**src/rtl/slot_pkg.sv**
```systemverilog
// -----------------------------------------------------------------------------
// slot_pkg
// Shared types and defaults for the slot-game reel machinery.
//   state_t          : sequencer state encoding (IDLE/SPINUP/SPINNING/RESULT)
//   STATE_W          : width of the state encoding as seen on state_o
//   NUM_REELS_DEF    : default reel count shared by reel and scoring blocks
//   DELAY_CYCLES_DEF : default stagger between consecutive reel starts
// -----------------------------------------------------------------------------
package slot_pkg;

    localparam int STATE_W          = 2;
    localparam int NUM_REELS_DEF    = 3;
    localparam int DELAY_CYCLES_DEF = 7;

    // Encodings are visible on the debug port, so they are pinned explicitly.
    typedef enum logic [STATE_W-1:0] {
        IDLE     = 2'd0,
        SPINUP   = 2'd1,
        SPINNING = 2'd2,
        RESULT   = 2'd3
    } state_t;

endpackage : slot_pkg

```
**src/rtl/slot_reel_sequencer_if.sv**
```systemverilog
// -----------------------------------------------------------------------------
// slot_reel_sequencer_if
// Button and reel-control bundle between the cabinet front end and the reel
// sequencer.
//   start_btn  : debounced single-cycle start request
//   stop_btn   : debounced single-cycle stop request, one bit per reel
//   reel_run   : 1 = reel i spinning (level)
//   reel_start : 1-cycle pulse in the cycle reel i begins spinning
//   busy       : 1 whenever the sequencer is not idle
//   game_done  : 1-cycle pulse once the last running reel has stopped
//   state_o    : current sequencer state, for display/debug
// master = button/front-end side, slave = sequencer side.
// -----------------------------------------------------------------------------
interface slot_reel_sequencer_if
    import slot_pkg::*;
#(
    parameter int NUM_REELS = NUM_REELS_DEF
);

    logic                 start_btn;
    logic [NUM_REELS-1:0] stop_btn;
    logic [NUM_REELS-1:0] reel_run;
    logic [NUM_REELS-1:0] reel_start;
    logic                 busy;
    logic                 game_done;
    logic [STATE_W-1:0]   state_o;

    modport master (
        output start_btn,
        output stop_btn,
        input  reel_run,
        input  reel_start,
        input  busy,
        input  game_done,
        input  state_o
    );

    modport slave (
        input  start_btn,
        input  stop_btn,
        output reel_run,
        output reel_start,
        output busy,
        output game_done,
        output state_o
    );

endinterface : slot_reel_sequencer_if

```
**src/rtl/slot_stagger_timer.sv**
```systemverilog
// -----------------------------------------------------------------------------
// slot_stagger_timer
// Counts the gap between consecutive reel starts.
//   clock   : system clock, rising edge
//   reset   : asynchronous, active-high
//   load    : set the count to 1 (a reel has just started)
//   tick_en : advance the count by one
//   expire  : count has reached DELAY_CYCLES (next reel is due this edge)
// When neither load nor tick_en is asserted the count returns to 0, so the
// counter rests at 0 whenever the sequencer is not staggering reel starts.
// -----------------------------------------------------------------------------
module slot_stagger_timer
    import slot_pkg::*;
#(
    parameter int DELAY_CYCLES = DELAY_CYCLES_DEF
) (
    input  logic clock,
    input  logic reset,
    input  logic load,
    input  logic tick_en,
    output logic expire
);

    localparam int            CW      = $clog2(DELAY_CYCLES + 1);
    localparam logic [CW-1:0] C_DELAY = CW'(DELAY_CYCLES);
    localparam logic [CW-1:0] C_ONE   = CW'(1'b1);
    localparam logic [CW-1:0] C_ZERO  = {CW{1'b0}};

    logic [CW-1:0] r_count;

    // Stagger counter: load has priority so an expiring count restarts at 1
    always_ff @(posedge clock or posedge reset) begin
        if (reset) begin
            r_count <= C_ZERO;
        end else if (load) begin
            r_count <= C_ONE;
        end else if (tick_en) begin
            r_count <= r_count + C_ONE;
        end else begin
            r_count <= C_ZERO;
        end
    end

    // The count never passes DELAY_CYCLES: the owner reloads or clears on expiry.
    assign expire = (r_count == C_DELAY);

endmodule : slot_stagger_timer

```
**src/rtl/slot_reel_sequencer.sv**
```systemverilog
// -----------------------------------------------------------------------------
// slot_reel_sequencer
// Starts the reels one after another at a fixed stagger after a start press,
// stops them individually on their stop buttons and pulses game_done once the
// last reel has stopped. reel_run gates each reel's symbol counter.
//   clock : system clock, all state on rising edge
//   reset : asynchronous, active-high; clears all state immediately
//   bus   : slave side of slot_reel_sequencer_if (buttons in, reel control out)
// All bus outputs come straight from registers.
// -----------------------------------------------------------------------------
module slot_reel_sequencer
    import slot_pkg::*;
#(
    parameter int NUM_REELS    = NUM_REELS_DEF,
    parameter int DELAY_CYCLES = DELAY_CYCLES_DEF
) (
    input  logic                  clock,
    input  logic                  reset,
    slot_reel_sequencer_if.slave  bus
);

    localparam int                   IW       = (NUM_REELS > 1) ? $clog2(NUM_REELS) : 1;
    localparam logic [IW-1:0]        IDX_ZERO = {IW{1'b0}};
    localparam logic [IW-1:0]        IDX_ONE  = IW'(1'b1);
    localparam logic [IW-1:0]        LAST_IDX = IW'(NUM_REELS - 1);
    localparam logic [NUM_REELS-1:0] NO_REELS = {NUM_REELS{1'b0}};
    localparam logic [NUM_REELS-1:0] REEL0    = NUM_REELS'(1'b1);

    state_t               r_state;
    logic [NUM_REELS-1:0] r_reel_run;
    logic [NUM_REELS-1:0] r_reel_start;
    logic                 r_busy;
    logic                 r_game_done;
    logic                 r_done_sent;
    logic [IW-1:0]        r_idx;

    logic                 w_expire;
    logic                 w_timer_load;
    logic                 w_timer_tick;
    logic [NUM_REELS-1:0] w_idx_onehot;
    logic [NUM_REELS-1:0] w_run_after_stop;

    // Reel that starts next, and the run mask once this cycle's stops apply.
    assign w_idx_onehot     = REEL0 << r_idx;
    assign w_run_after_stop = r_reel_run & ~bus.stop_btn;

    // Timer control: load on every reel start except the last, count in between
    always_comb begin
        w_timer_load = 1'b0;
        w_timer_tick = 1'b0;
        case (r_state)
            IDLE: begin
                w_timer_load = bus.start_btn;
                w_timer_tick = 1'b0;
            end
            SPINUP: begin
                if (w_expire) begin
                    // Last reel: neither load nor tick, so the count clears.
                    w_timer_load = (r_idx != LAST_IDX);
                    w_timer_tick = 1'b0;
                end else begin
                    w_timer_load = 1'b0;
                    w_timer_tick = 1'b1;
                end
            end
            default: begin
                w_timer_load = 1'b0;
                w_timer_tick = 1'b0;
            end
        endcase
    end

    slot_stagger_timer #(
        .DELAY_CYCLES (DELAY_CYCLES)
    ) u_timer (
        .clock   (clock),
        .reset   (reset),
        .load    (w_timer_load),
        .tick_en (w_timer_tick),
        .expire  (w_expire)
    );

    // Sequencer FSM: state, reel enables, start pulses and end-of-game pulse
    always_ff @(posedge clock or posedge reset) begin
        if (reset) begin
            r_state      <= IDLE;
            r_reel_run   <= NO_REELS;
            r_reel_start <= NO_REELS;
            r_busy       <= 1'b0;
            r_game_done  <= 1'b0;
            r_done_sent  <= 1'b0;
            r_idx        <= IDX_ZERO;
        end else begin
            // Pulses default low; only the branches below raise them.
            r_reel_start <= NO_REELS;
            r_game_done  <= 1'b0;
            case (r_state)
                IDLE: begin
                    // Stop buttons are meaningless with every reel parked.
                    if (bus.start_btn) begin
                        r_state      <= SPINUP;
                        r_busy       <= 1'b1;
                        r_reel_run   <= REEL0;
                        r_reel_start <= REEL0;
                        r_idx        <= IDX_ONE;
                    end else begin
                        r_state <= IDLE;
                        r_busy  <= 1'b0;
                        r_idx   <= IDX_ZERO;
                    end
                end
                SPINUP: begin
                    // Buttons are ignored until every reel is up to speed.
                    r_busy <= 1'b1;
                    if (w_expire) begin
                        r_reel_run   <= r_reel_run | w_idx_onehot;
                        r_reel_start <= w_idx_onehot;
                        if (r_idx == LAST_IDX) begin
                            r_state <= SPINNING;
                            r_idx   <= IDX_ZERO;
                        end else begin
                            r_state <= SPINUP;
                            r_idx   <= r_idx + IDX_ONE;
                        end
                    end else begin
                        r_state <= SPINUP;
                    end
                end
                SPINNING: begin
                    // Stops on already-parked reels fall out of the AND mask.
                    r_busy     <= 1'b1;
                    r_reel_run <= w_run_after_stop;
                    if (w_run_after_stop == NO_REELS) begin
                        r_state <= RESULT;
                    end else begin
                        r_state <= SPINNING;
                    end
                end
                RESULT: begin
                    // First cycle raises game_done, second returns to IDLE;
                    // a start press here is dropped, not remembered.
                    if (!r_done_sent) begin
                        r_state     <= RESULT;
                        r_busy      <= 1'b1;
                        r_game_done <= 1'b1;
                        r_done_sent <= 1'b1;
                    end else begin
                        r_state     <= IDLE;
                        r_busy      <= 1'b0;
                        r_done_sent <= 1'b0;
                        r_idx       <= IDX_ZERO;
                    end
                end
                default: begin
                    r_state     <= IDLE;
                    r_reel_run  <= NO_REELS;
                    r_busy      <= 1'b0;
                    r_done_sent <= 1'b0;
                    r_idx       <= IDX_ZERO;
                end
            endcase
        end
    end

    assign bus.reel_run   = r_reel_run;
    assign bus.reel_start = r_reel_start;
    assign bus.busy       = r_busy;
    assign bus.game_done  = r_game_done;
    assign bus.state_o    = r_state;

endmodule : slot_reel_sequencer

```
**src/flat_wrapper.sv**
```systemverilog
// flat-port wrapper written by rule: the top's interface ports become plain ports
module slot_reel_sequencer_flat import slot_pkg::*;
#(
    parameter int NUM_REELS    = NUM_REELS_DEF,
    parameter int DELAY_CYCLES = DELAY_CYCLES_DEF
)
  (clock, reset, bus_start_btn, bus_stop_btn, bus_reel_run, bus_reel_start, bus_busy, bus_game_done, bus_state_o);
  slot_reel_sequencer_if #(.NUM_REELS(NUM_REELS)) bus_i ();
  input  logic clock;
  input  logic reset;
  input wire logic [$bits(bus_i.start_btn)-1:0] bus_start_btn;
  input wire logic [$bits(bus_i.stop_btn)-1:0] bus_stop_btn;
  output wire logic [$bits(bus_i.reel_run)-1:0] bus_reel_run;
  output wire logic [$bits(bus_i.reel_start)-1:0] bus_reel_start;
  output wire logic [$bits(bus_i.busy)-1:0] bus_busy;
  output wire logic [$bits(bus_i.game_done)-1:0] bus_game_done;
  output wire logic [$bits(bus_i.state_o)-1:0] bus_state_o;
  assign bus_i.start_btn = bus_start_btn;
  assign bus_i.stop_btn = bus_stop_btn;
  assign bus_reel_run = bus_i.reel_run;
  assign bus_reel_start = bus_i.reel_start;
  assign bus_busy = bus_i.busy;
  assign bus_game_done = bus_i.game_done;
  assign bus_state_o = bus_i.state_o;
  slot_reel_sequencer #(.NUM_REELS(NUM_REELS), .DELAY_CYCLES(DELAY_CYCLES)) u_core (.clock(clock), .reset(reset), .bus(bus_i));
endmodule
```
**config.mk**
```make
export PLATFORM = sky130hd
export DESIGN_NAME = slot_reel_sequencer_flat
export DESIGN_NICKNAME = d
export VERILOG_FILES = /design/src/rtl/slot_pkg.sv /design/src/rtl/slot_reel_sequencer_if.sv /design/src/rtl/slot_stagger_timer.sv /design/src/rtl/slot_reel_sequencer.sv /design/src/flat_wrapper.sv
export SDC_FILE = /design/constraint.sdc
export NUM_CORES = 1
export LEC_CHECK = 0
export ABC_AREA = 1
export CAP_MARGIN = 20
export CORE_MARGIN = 1.5
export CORE_UTILIZATION = 40
export DETAILED_ROUTE_END_ITERATION = 10
export PLACE_DENSITY = 0.74
export SLEW_MARGIN = 20
export SYNTH_ARGS = -nofsm -noshare
export SYNTH_HDL_FRONTEND = slang
export SYNTH_SLANG_ARGS = --single-unit
```
**constraint.sdc**
```tcl
create_clock -name clock -period 1.2 [get_ports clock]
set_input_delay 0.36 -clock clock [delete_from_list [all_inputs] [get_ports clock]]
set_output_delay 0.36 -clock clock [all_outputs]
set_load 0.02 [all_outputs]
```
==> results of run 1 <==
==> layout by cell type (no fill, tap or decap), types with 2 or more instances in the layout <==
| cell type | netlist | routed |
|---|---|---|
| a21oi_2 | 1 | 2 |
| buf_2 | 1 | 5 |
| buf_4 | 0 | 17 |
| buf_6 | 0 | 6 |
| clkbuf_4 | 0 | 3 |
| clkdlybuf4s50_1 | 0 | 5 |
| dfrtp_1 | 16 | 14 |
| dfrtp_2 | 0 | 2 |
| ha_2 | 0 | 3 |
| ha_4 | 0 | 3 |
| inv_1 | 20 | 15 |
| inv_2 | 0 | 2 |
| inv_4 | 0 | 3 |
| nand2_1 | 29 | 28 |
| nand2_2 | 1 | 2 |
| nand3_1 | 12 | 9 |
| nand3_4 | 0 | 2 |
| nor2_1 | 4 | 2 |
| nor2_2 | 1 | 2 |
| nor3b_2 | 0 | 2 |
| o21ai_2 | 1 | 3 |
==> flip-flops by register name (all words and copies together) (netlist names) <==
name,flops
u_core.bus.reel_run,3
u_core.bus.reel_start,3
u_core.u_timer.r_count,3
u_core.bus.state_o,2
u_core.r_idx,2
u_core.bus.busy,1
u_core.bus.game_done,1
u_core.r_done_sent,1
==> cells by family (layout without fill, tap and decap cells) <==
logic type | after synthesis | after routing | share of synthesized area
compound gates | 10 | 10 | 0.07102
flops | 16 | 16 | 0.4638
buf+inv | 21 | 58 | 0.09275
fa+ha+maj | 7 | 7 | 0.1014
simple gates | 51 | 51 | 0.2710
==> layer usage <==
layer,part of all wire,track usage
met5,0,0
met4,0.017,0.07870
met3,0.050,0.04242
met2,0.52,0.3514
met1,0.41,0.2300
==> how the worst max path moves through the flow <==
stage                          startpoint                     end  slack (ps)  depth (start not counted)
finish              u_core.bus.state_o[1]   u_core.bus.state_o[0]        -190                          9
global route        u_core.bus.state_o[1]   u_core.bus.state_o[0]        -270                          9
CTS                 u_core.bus.state_o[0]  u_core.bus.reel_run[0]        -140                          7
floorplan           u_core.bus.state_o[0]  u_core.bus.reel_run[0]        -130                          7
global placement            bus_start_btn  u_core.bus.reel_run[0]        -210                          6
detailed placement          bus_start_btn  u_core.bus.reel_run[0]        -280                          6
==> Yosys cell counts <==
library cell,n,area share
o211ai_1,1,0.0087
nor2_1,4,0.017
inv_1,20,0.087
nand2_4,2,0.026
a21oi_1,2,0.012
nand2_2,1,0.0073
o21ai_0,3,0.017
a21oi_2,1,0.010
buf_2,1,0.0058
a31oi_1,1,0.0073
nor2_2,1,0.0073
nor3b_1,2,0.017
o21ai_2,1,0.010
dfrtp_1,16,0.46
nand3_1,12,0.070
o21ai_1,1,0.0058
nand2_1,29,0.13
ha_1,7,0.10
==> power groups by stage <==
stage	Combinational, mW	Clock [mW]	Sequential [mW]
2_1_floorplan	0.754	0	0.864
3_3_place_gp	1.31	0	0.778
3_5_place_dp	1.35	0	0.780
4_1_cts	1.50	0.370	0.784
5_1_grt	1.85	0.393	0.814
6_report	1.71	0.361	0.801
==> worst max-delay path, stage by stage, from the launching register on <==
cell and delay (ps):
dfrtp_2 440, inv_4 60, ha_4 170, buf_12 140, inv_1 100, a21oi_2 50
nor2_1 130, nand2_1 70, nand2_1 60, nand2_1 60
==> area by class of cell <==
| class | count | area, um^2 | area share |
|---|---|---|---|
| Sequential cell | 16 | 402.9 | 0.2968 |
| Inverter | 20 | 82.58 | 0.06083 |
| Tap cell | 27 | 33.78 | 0.02488 |
| Clock buffer | 4 | 36.28 | 0.02673 |
| Timing Repair Buffer | 34 | 290.3 | 0.2138 |
| Multi-Input combinational cell | 68 | 511.7 | 0.3770 |
==> repair_timing <==
action / CTS / global route
resized for setup: 64 / 15
endpoints found under the hold margin: 0 / 0
endpoints found under the setup margin: 23 / 19
buffers inserted: 5 / 2
pin swaps: 11 / 2
cloned: 0 / 0
==> metrics by stage <==
step / power [mW] / setup WS, ps / area, um^2
2_1_floorplan: 1.618 / -125.0 / 900.9
3_3_place_gp: 2.089 / -210.7 / 1176
3_5_place_dp: 2.132 / -281.9 / 1176
4_1_cts: 2.652 / -136.4 / 1285
5_1_grt: 3.062 / -270.1 / 1358
6_report: 2.870 / -192.4 / 1358
==> results_dict.tcl, run 1 <==
set metrics [dict create \
    outcome "finished with violations" \
    violations "setup timing" \
    die_area_um2 2446 \
    drt_iter0_drc 18 \
    cts_tree "done" \
    drt-wirelength-per-cell_um 13.96 \
    ioPinCount 16 \
    first_global_vias 837 \
    antenna_cells 0 \
    cp_max_fo 7 \
    ys_ff_latch 16 \
    fin_crit_sh 1.160 \
    fillers 130 \
    netSwitchingPower_mw 1.192 \
    p_seq_frac 0.279 \
    dp_cells 158 \
    syn_area_um2 863.3 \
    root_buffer "clkbuf_4" \
    clock_latency_ps 290 \
    syn_avg_cell_area_um2 8.222 \
    syn_nets 118 \
    drt_pre_antenna_iters 4 \
    final_hold_viol_count 0 \
    power_switching_share 0.4153 \
    ff2ff_path_depth 9 \
    coreArea_um2 2002 \
    grt_setup_unrepaired "yes" \
    seq_area_frac_synth 0.4638 \
    crit_type "reg -> reg" \
    irDropWorstVdd_mv 1.181 \
    syn2layout_area_growth_pct 57.25 \
    port_buffers 15 \
    min_path_type "in -> async" \
    ff2ff_setup_slack_ps -190 \
    hold_slack_ps 375.2 \
    skew_ps 2.107 \
    rr_endpoint "u_core.bus.state_o[0]" \
    nNetsFinal 156 \
    die_h_um 49.46 \
    worstMarginPinSlew_ps 209.8 \
    h-tree-depth 1 \
    cap_violations 0 \
    utilization 0.6781 \
    row_count 16 \
    dp_hpwl_um 1464 \
    intPower_mw 1.678 \
    cts.sinks 16 \
    clock_path_buffers 2 \
    power_density_nw_per_um2 2114 \
    drc 0 \
    pwr-share-clk 0.126 \
    synth_cell_types 18 \
    end_kind "flip-flop" \
    ant_nets 0 \
    die_w_um 49.46 \
    syn_inst 105 \
    wirelength_um 2359 \
    via_per_inst 4.911 \
    overflow 0 \
    clkTransAtPathRegs_ps 100 \
    drive_gt1_frac 0.4507 \
    setup_viol 12 \
    finalWorstSetupSlack_ps -192.4 \
    cp-start-kind "flip-flop" \
    ys_warn_count 0 \
    holdBufCountCts 0 \
    fin_setup_tns_ps -1253 \
    grt_antenna_before_repair 0 \
    pwr-share-comb 0.595 \
    cts_inserted_buffers 3 \
    finalWeightedCongestion 0.8381 \
    grt_pass1_wl_um 3677 \
    fmax_mhz 718.2 \
    start_util 0.4312 \
    r2r_start "u_core.bus.state_o[1]" \
    num_vias 830 \
    maxSlewViolCount 0 \
    fin_cells 169 \
    power_leakage_nw 0.6965 \
    critical_path_required_ps 1380 \
    arrival_ps 1570 \
    relSlewSlack 0.8601 \
    grt_max_degree 17 \
    grt_usage 0.1974 \
    fin_crit_ps 1392 \
]
Note: power is estimated with default switching activity, not from simulation.
==> run 2, diff against run 1 <==
REMOVE_ABC_BUFFERS = 1   (was unset)
==> run 2 against run 1 <==
Net effect:
- the flow still finishes with violations (setup timing)
- cell area about the same
- total power down 5.2%
- clock power down 21%
- sequential share of layout area down 0.16 points
- count of clock-buffer cells in the layout down 1
- global-route usage down 0.80 points
- register-to-register slack better by 70 ps
- non-clock buffer count unchanged
- cell count down 0.59%
==> results_dict.tcl, run 2 (synthesis gave the netlist of run 1 again) <==
set metrics [dict create \
    outcome "finished with violations" \
    violations "setup timing" \
    drt_iter0_drc 15 \
    row_count 16 \
    hold_slack_ps 379.9 \
    start_util 0.4312 \
    die_w_um 49.46 \
    cts_tree "done" \
    r2r_start "u_core.bus.state_o[1]" \
    antenna_cells 0 \
    min_path_type "in -> async" \
    rr_endpoint "u_core.bus.reel_run[0]" \
    cts_inserted_buffers 3 \
    critical_path.startpoint "u_core.bus.state_o[1]" \
    wl_met2_um 1212 \
    final_hold_viol_count 0 \
    dr.max_layer_used "met4" \
    die_h_um 49.46 \
    arrival_ps 1510 \
    overflow 0 \
    root_buffer "clkbuf_4" \
    relSlewSlack 0.8606 \
    skew_ps 3.724 \
    maxSlewViolCount 0 \
    utilization 0.6775 \
    ff2ff_path_depth 7 \
    num_vias 831 \
    final_cell_mix "nand2_1 (25), dfrtp_1 (16), buf_4 (15)" \
    drc 0 \
    irDropWorstVdd_mv 1.023 \
    wl_met3_um 89 \
    grt_max_degree 17 \
    setup_viol 11 \
    drive_gt1_frac 0.4397 \
    layout_commonest_cell "nand2_1" \
    drt-wirelength-per-cell_um 13.20 \
    syn2layout_area_growth_pct 57.10 \
    fin_crit_sh 1.105 \
    via_per_inst 4.946 \
    grt_setup_unrepaired "yes" \
    fin_crit_ps 1326 \
    coreArea_um2 2002 \
    clock_path_buffers 2 \
    clkTransAtPathRegs_ps 90 \
    cp_num_buf_inv 3 \
    port_buffers 15 \
    fmax_mhz 754.3 \
    crit_type "reg -> reg" \
    power_density_nw_per_um2 2006 \
    cp_max_fo 4 \
    grt_pass1_wl_um 3450 \
    worstMarginPinSlew_ps 208.3 \
    critical_path_depth 7 \
    m1WireLength_um 826 \
    critical_path_required_ps 1380 \
    worst_path_most_repeated_cell "inv_2" \
    dp_cells 159 \
    cpLargestDelayFamily "flip-flops" \
    path_cells "inv_2 > ha_4 > inv_4 > o21ai_4 > inv_2 > o21ai_2 > nand2_1" \
    ant_nets 0 \
    pre_cts_slack_ps -235.8 \
    cap_violations 0 \
    dp_hpwl_um 1294 \
    clock_latency_ps 280 \
    grt_antenna_before_repair 0 \
    fin_cells 168 \
    ioPinCount 16 \
    nNetsFinal 156 \
    fin_setup_tns_ps -851.6 \
    final_area_um2 1356 \
    die_area_um2 2446 \
    grt_usage 0.1894 \
    power_leakage_nw 0.6926 \
    first_global_vias 814 \
    finalWorstSetupSlack_ps -125.8 \
    finalWeightedCongestion 0.8845 \
    h-tree-depth 1 \
    cpPeakStageDelay_ps 410 \
    ff2ff_setup_slack_ps -130 \
    drt_pre_antenna_iters 5 \
    place_area_um2 1140 \
    wirelength_um 2217 \
    p_total_mw 2.721 \
    end_kind "flip-flop" \
    cp-endpoint "u_core.bus.reel_run[0]" \
    cts.sinks 16 \
    cp_slowest_cell "dfrtp_1" \
    cp-start-kind "flip-flop" \
]
run 2: power breakdown:
part	internal [mW]	switching [mW]	total (mW)
clock	0.116	0.169	0.285
combinational	0.773	0.885	1.66
sequential	0.677	0.101	0.778
total	1.57	1.15	2.72
run 2: layout make-up:
class / instances / area, um^2
Inverter: 20 / 80.08
Timing Repair Buffer: 34 / 289.0
Clock buffer: 3 / 22.52
Multi-Input combinational cell: 68 / 530.5
Tap cell: 27 / 33.78
Fill cell: 157 / 645.6
Sequential cell: 16 / 400.4
run 2: per-layer routing:
metal / up-vias / global-route usage
met4: 0 / 0.1343
met3: 10 / 0.03030
met2: 28 / 0.3514
met5: - / 0
li1: 399 / -
met1: 394 / 0.1903
run 2: worst reg2reg max path, stage by stage (launching register included):
cell and delay, ps:
dfrtp_1 410, inv_2 80, ha_4 290, inv_4 40, o21ai_4 170, inv_2 70, o21ai_2 110, nand2_1 60
run 2: repair_timing:
action / CTS / global route
hold buffers: 0 / 0
setup buffers: 4 / 2
gates resized for setup: 69 / 24
endpoints found under the setup margin: 24 / 19
pin swaps: 12 / 8
run 2: worst min path at each step:
| stage | from | end | slack (ps) |
|---|---|---|---|
| finish | reset | u_core.u_timer.r_count[1] | 380 |
| global route | reset | u_core.bus.game_done | 390 |
| CTS | reset | u_core.bus.game_done | 390 |
| detailed placement | u_core.r_done_sent | u_core.r_done_sent | 470 |
| global placement | u_core.r_done_sent | u_core.r_done_sent | 470 |
| floorplan | reset | u_core.bus.busy | 270 |
